File: src/rtl/serial_negate_ctrl_if.sv
// serial_negate_ctrl_if: word-level request/result bundle for the serial negator
//   master drives start, neg_en, din; slave returns busy, done, dout, ovf, zero
interface serial_negate_ctrl_if #(parameter int WIDTH = 8);
   logic             start;
   logic             neg_en;
   logic [WIDTH-1:0] din;
   logic             busy;
   logic             done;
   logic [WIDTH-1:0] dout;
   logic             ovf;
   logic             zero;
   modport master(output start, neg_en, din, input busy, done, dout, ovf, zero);
   modport slave(input start, neg_en, din, output busy, done, dout, ovf, zero);
endinterface

File: src/rtl/serial_negate_ctrl.sv
// serial_negate_ctrl: sequences an LSB-first bit-serial two's-complement negator over WIDTH-bit words
//   clk     system clock
//   rst     asynchronous active-high reset
//   io      slave side of serial_negate_ctrl_if (start/neg_en/din in; busy/done/dout/ovf/zero out)
module serial_negate_ctrl #(
   parameter int WIDTH = 8
) (
   input  logic                  clk,
   input  logic                  rst,
   serial_negate_ctrl_if.slave   io
);
   localparam int CNT_W = $clog2(WIDTH + 1);
   typedef enum logic [1:0] {IDLE, SHIFT, DONE} state_t;
   state_t           state, state_n;
   logic [WIDTH-1:0] src, res, dout_q;
   logic [CNT_W-1:0] cnt;
   logic             neg_q, seen_one, ovf_p, zero_p, ovf_q, zero_q, done_q;
   logic             y;
   // Mealy complement stage: bits pass unchanged up to and including the first 1, inverted after it
   assign y = (neg_q & seen_one) ? ~src[0] : src[0];
   always_ff @(posedge clk or posedge rst)
      if (rst) state <= IDLE;
      else     state <= state_n;
   always_comb begin
      state_n = state;
      state_n = (state == IDLE)  ? (io.start ? SHIFT : IDLE) :
                (state == SHIFT) ? ((cnt == CNT_W'(WIDTH - 1)) ? DONE : SHIFT) :
                                   IDLE;
   end
   always_ff @(posedge clk or posedge rst) begin
      if (rst) begin
         src      <= '0;
         res      <= '0;
         cnt      <= '0;
         neg_q    <= 1'b0;
         seen_one <= 1'b0;
         ovf_p    <= 1'b0;
         zero_p   <= 1'b0;
         dout_q   <= '0;
         ovf_q    <= 1'b0;
         zero_q   <= 1'b0;
         done_q   <= 1'b0;
      end else begin
         // done is registered so it rises together with the freshly loaded dout
         done_q <= state == DONE;
         if (state == IDLE && io.start) begin
            src      <= io.din;
            neg_q    <= io.neg_en;
            seen_one <= 1'b0;
            cnt      <= '0;
            ovf_p    <= io.neg_en && io.din == {1'b1, {(WIDTH - 1){1'b0}}};
            zero_p   <= io.din == '0;
         end
         if (state == SHIFT) begin
            seen_one <= seen_one | src[0];
            res      <= {y, res[WIDTH-1:1]};
            src      <= src >> 1;
            cnt      <= cnt + CNT_W'(1);
         end
         if (state == DONE) begin
            dout_q <= res;
            ovf_q  <= ovf_p;
            zero_q <= zero_p;
         end
      end
   end
   assign io.busy = state != IDLE;
   assign io.done = done_q;
   assign io.dout = dout_q;
   assign io.ovf  = ovf_q;
   assign io.zero = zero_q;
endmodule

File: src/flat_wrapper.sv
// flat-port wrapper written by rule: the top's interface ports become plain ports
module serial_negate_ctrl_flat 
#(
   parameter int WIDTH = 8
)
  (clk, rst, io_start, io_neg_en, io_din, io_busy, io_done, io_dout, io_ovf, io_zero);
  serial_negate_ctrl_if #(.WIDTH(WIDTH)) io_i ();
  input  logic clk;
  input  logic rst;
  input wire logic [$bits(io_i.start)-1:0] io_start;
  input wire logic [$bits(io_i.neg_en)-1:0] io_neg_en;
  input wire logic [$bits(io_i.din)-1:0] io_din;
  output wire logic [$bits(io_i.busy)-1:0] io_busy;
  output wire logic [$bits(io_i.done)-1:0] io_done;
  output wire logic [$bits(io_i.dout)-1:0] io_dout;
  output wire logic [$bits(io_i.ovf)-1:0] io_ovf;
  output wire logic [$bits(io_i.zero)-1:0] io_zero;
  assign io_i.start = io_start;
  assign io_i.neg_en = io_neg_en;
  assign io_i.din = io_din;
  assign io_busy = io_i.busy;
  assign io_done = io_i.done;
  assign io_dout = io_i.dout;
  assign io_ovf = io_i.ovf;
  assign io_zero = io_i.zero;
  serial_negate_ctrl #(.WIDTH(WIDTH)) u_core (.clk(clk), .rst(rst), .io(io_i));
endmodule
File: config.mk
export PLATFORM = sky130hd
export DESIGN_NAME = serial_negate_ctrl_flat
export DESIGN_NICKNAME = d
export VERILOG_FILES = /design/src/rtl/serial_negate_ctrl_if.sv /design/src/rtl/serial_negate_ctrl.sv /design/src/flat_wrapper.sv
export SDC_FILE = /design/constraint.sdc
export NUM_CORES = 1
export LEC_CHECK = 0
export CORE_MARGIN = 2
export CORE_UTILIZATION = 44
export CTS_CLUSTER_DIAMETER = 40
export DETAILED_ROUTE_END_ITERATION = 8
export PLACE_DENSITY_LB_ADDON = 0.3
export SYNTH_ARGS = -nofsm -noshare
export SYNTH_HDL_FRONTEND = slang
export SYNTH_SLANG_ARGS = --single-unit
File: constraint.sdc
create_clock -name clk -period 1.9 [get_ports clk]
set_clock_uncertainty 0.05 [all_clocks]
set_input_delay 0.19 -clock clk [delete_from_list [all_inputs] [get_ports clk]]
set_output_delay 0.19 -clock clk [all_outputs]
set_load 0.01 [all_outputs]
==> flow_summary.yaml <==
sta:
  min_period_ps: 1800
  fin_crit_sh_pct: 94.7
  max_freq_ghz: 0.556
  maxSlewHeadroom_pct: 66.0
  rsz0062_at_grt: "false"
  worst_pin_slew_ps: 510
  fin_tns_setup_ps: 0
  hold_violations: 0
  slew_violations: 0
  finalSetupViolCount: 0
power_and_ir_drop:
  p_int_w: 0.00172
  p_leak_nw: 0.857
  p_switching_w: 0.000886
  clockPowerShare_pct: 14.4
  pwr_density_cell_nw_per_um2: 1420
  irDropWorstVdd_mv: 0.669
  swShare_pct: 34.0
  p_total_w: 0.00261
  combinationalPowerShare_pct: 35.8
  seqPwrFrac_pct: 49.7
clocking:
  cts_sinks: 37
  cts_hold_buf: 0
  h-tree-depth: 2
  ctsResizeCount: 0
  clockRootBuffer: "clkbuf_4"
  clock_path_buffers: 2
  clkTransAtPathRegs_ps: 100
  cts_tree: "done"
  numCtsBuffers: 5
  worst_skew_pair.late_latency_ps: 330
  cts_setup_buffers: 0
synth:
  synth_warnings: 0
  ys_seq_area_share_pct: 61.3
  synth_seq_cells: 37
  synth_area_leaders: "dfrtp_1 61%, mux2_2 8.2%, nand2_1 8.0%"
  syn_inst: 139
  yosysTopAreaCellShare_pct: 61.3
  synth.avg_cell_area_sq_um: 10.9
  ys.flop_type: "dfrtp_1"
  yosys.area.top_type: "dfrtp_1"
  ys_types: 30
  synth_edf_count: 0
  synthesis.nets: 152
  async_reset_ff_share_pct: 100
  synth_area_sq_um: 1510
hold_path:
  hold_class: "primary input to asynchronous set/reset pin"
setup_path:
  timing.critical_path.from_type: "register"
  arrival_ps: 1560
  worst-path-max-fanout: 6
  end_kind: "primary output"
  criticalPathCategory: "register to primary output"
  required_ps: 1660
grt:
  grt_max_degree: 38
  grt_pass1_vias: 1120
  grt_overflow: 0
  antenna_found_initial: 0
  grt_pass1_wl_mm: 4.83
  grt_usage_pct: 15.7
routing:
  vias: 1046
  detail-route-antenna-nets: 0
  remaining_drc_errors: 0
  firstDrtPassIters: 2
  routedWlPerCell_um: 12.2
  drtIter0Drc: 23
  routed_wl_mm: 2.62
  viasPerCell: 4.89
die:
  ios: 24
  die_height_um: 62.6
  start_util_pct: 45.6
  die-width_um: 62.6
  coreArea_sq_um: 3310
  die_area_sq_um: 3920
  fp-row-count: 21
cells_and_area:
  multi_input_area_sq_um: 527
  drive_gt1_share_pct: 14.3
  area_growth_pct: 21.7
  nets: 180
  fillers: 324
  layout_common_cells: "37 x dfrtp_1, 32 x nand2_1, 23 x clkdlybuf4s50_1"
  seqCellArea_sq_um: 926
  mostFrequentLayoutCell: "dfrtp_1"
  diodes: 0
run:
  maxCapViolCount: 0
place:
  place_congestion: 0.798
  hpwlAfterDp_mm: 1.96
  port_buffers: 23
outcome:
  status: "complete, no violations"
==> cell type report <==
class	instances	share of cell area [%]
flip-flops and latches	37	50.4
multi-input cells	92	28.7
repair buffers	28	14.6
well taps	46	3.13
clock buffers	8	2.65
inverters	3	0.613
==> routing by layer <==
metal	wire, um	GRT usage (%)	vias to the layer above	part of all wire [%]
met4	27	5.00	0	1.0
met3	151	5.41	3	5.8
li1	-	-	522	-
met1	1130	18.6	495	43
met5	0	0	-	0
met2	1320	26.7	26	50
==> path summary, 6_finish.rpt <==
check / startpoint / cells past startpoint / endpoint / slack [ps]
max: u_core.state[1] / 2 / io_busy / 100
max reg2reg: u_core.state[1] / 3 / u_core.res[7] / 450
min: rst / 3 / u_core.io.dout[3] / 210
max in group asynchronous: rst / 3 / u_core.src[6] / 1280
min reg2reg: u_core.res[0] / 2 / u_core.res[0] / 450
min in group clk: io_neg_en / 3 / u_core.ovf_p / 410
==> sequential cells by signal, summed over array words and instances (netlist names) <==
signal / cells
u_core.io.dout: 8
u_core.io.ovf: 1
u_core.src: 8
u_core.io.done: 1
u_core.state: 2
u_core.neg_q: 1
u_core.res: 8
u_core.zero_p: 1
u_core.cnt: 4
u_core.seen_one: 1
u_core.io.zero: 1
u_core.ovf_p: 1
==> metrics by stage <==
step                      worst slack [ps]  cell area [sq um]  utilization [%]  std cells  hold WS (ps)
final                                  100               1840             55.5        214           215
after global routing                  21.0               1840             55.5        214           273
after CTS                             84.5               1840             55.5        214           223
after detailed placement               217               1790             54.0        206           422
after global placement                 242               1790             54.0        206           413
after floorplan                        539               1510                -        139           231
==> power groups by stage <==
| stage | Clock (W) | Combinational [W] | Sequential (W) |
|---|---|---|---|
| after floorplan | 0 | 0.000605 | 0.00130 |
| after global placement | 0 | 0.000908 | 0.00129 |
| after detailed placement | 0 | 0.000954 | 0.00132 |
| after CTS | 0.000393 | 0.000956 | 0.00130 |
| after global routing | 0.000438 | 0.00107 | 0.00135 |
| final | 0.000376 | 0.000935 | 0.00130 |
==> synthesized netlist by cell type (all sizes together), types with 2 or more instances <==
| master | n |
|---|---|
| o31ai | 2 |
| inv | 3 |
| mux2 | 11 |
| nand3 | 3 |
| o22ai | 7 |
| nand2 | 32 |
| dfrtp | 37 |
| o21ai | 5 |
| nor2 | 16 |
| buf | 4 |
| clkbuf | 3 |
| nor3 | 2 |
==> worst max-delay path: stages (launching register included) <==
cell	delay [ps]
dfrtp_1	430
or2_2	320
clkdlybuf4s50_1	480
==> kinds of logic (layout without fill, tap and decap cells) <==
group	Yosys count	count (layout)	share of synthesized area (%)
compound gates	17	17	7.37
mux	12	12	8.87
simple gates	61	61	17.2
fa+ha+maj	1	1	0.828
xor+xnor	1	1	0.580
buf+inv	10	39	3.81
flops	37	37	61.3
Note: power is estimated with default switching activity, not from simulation.
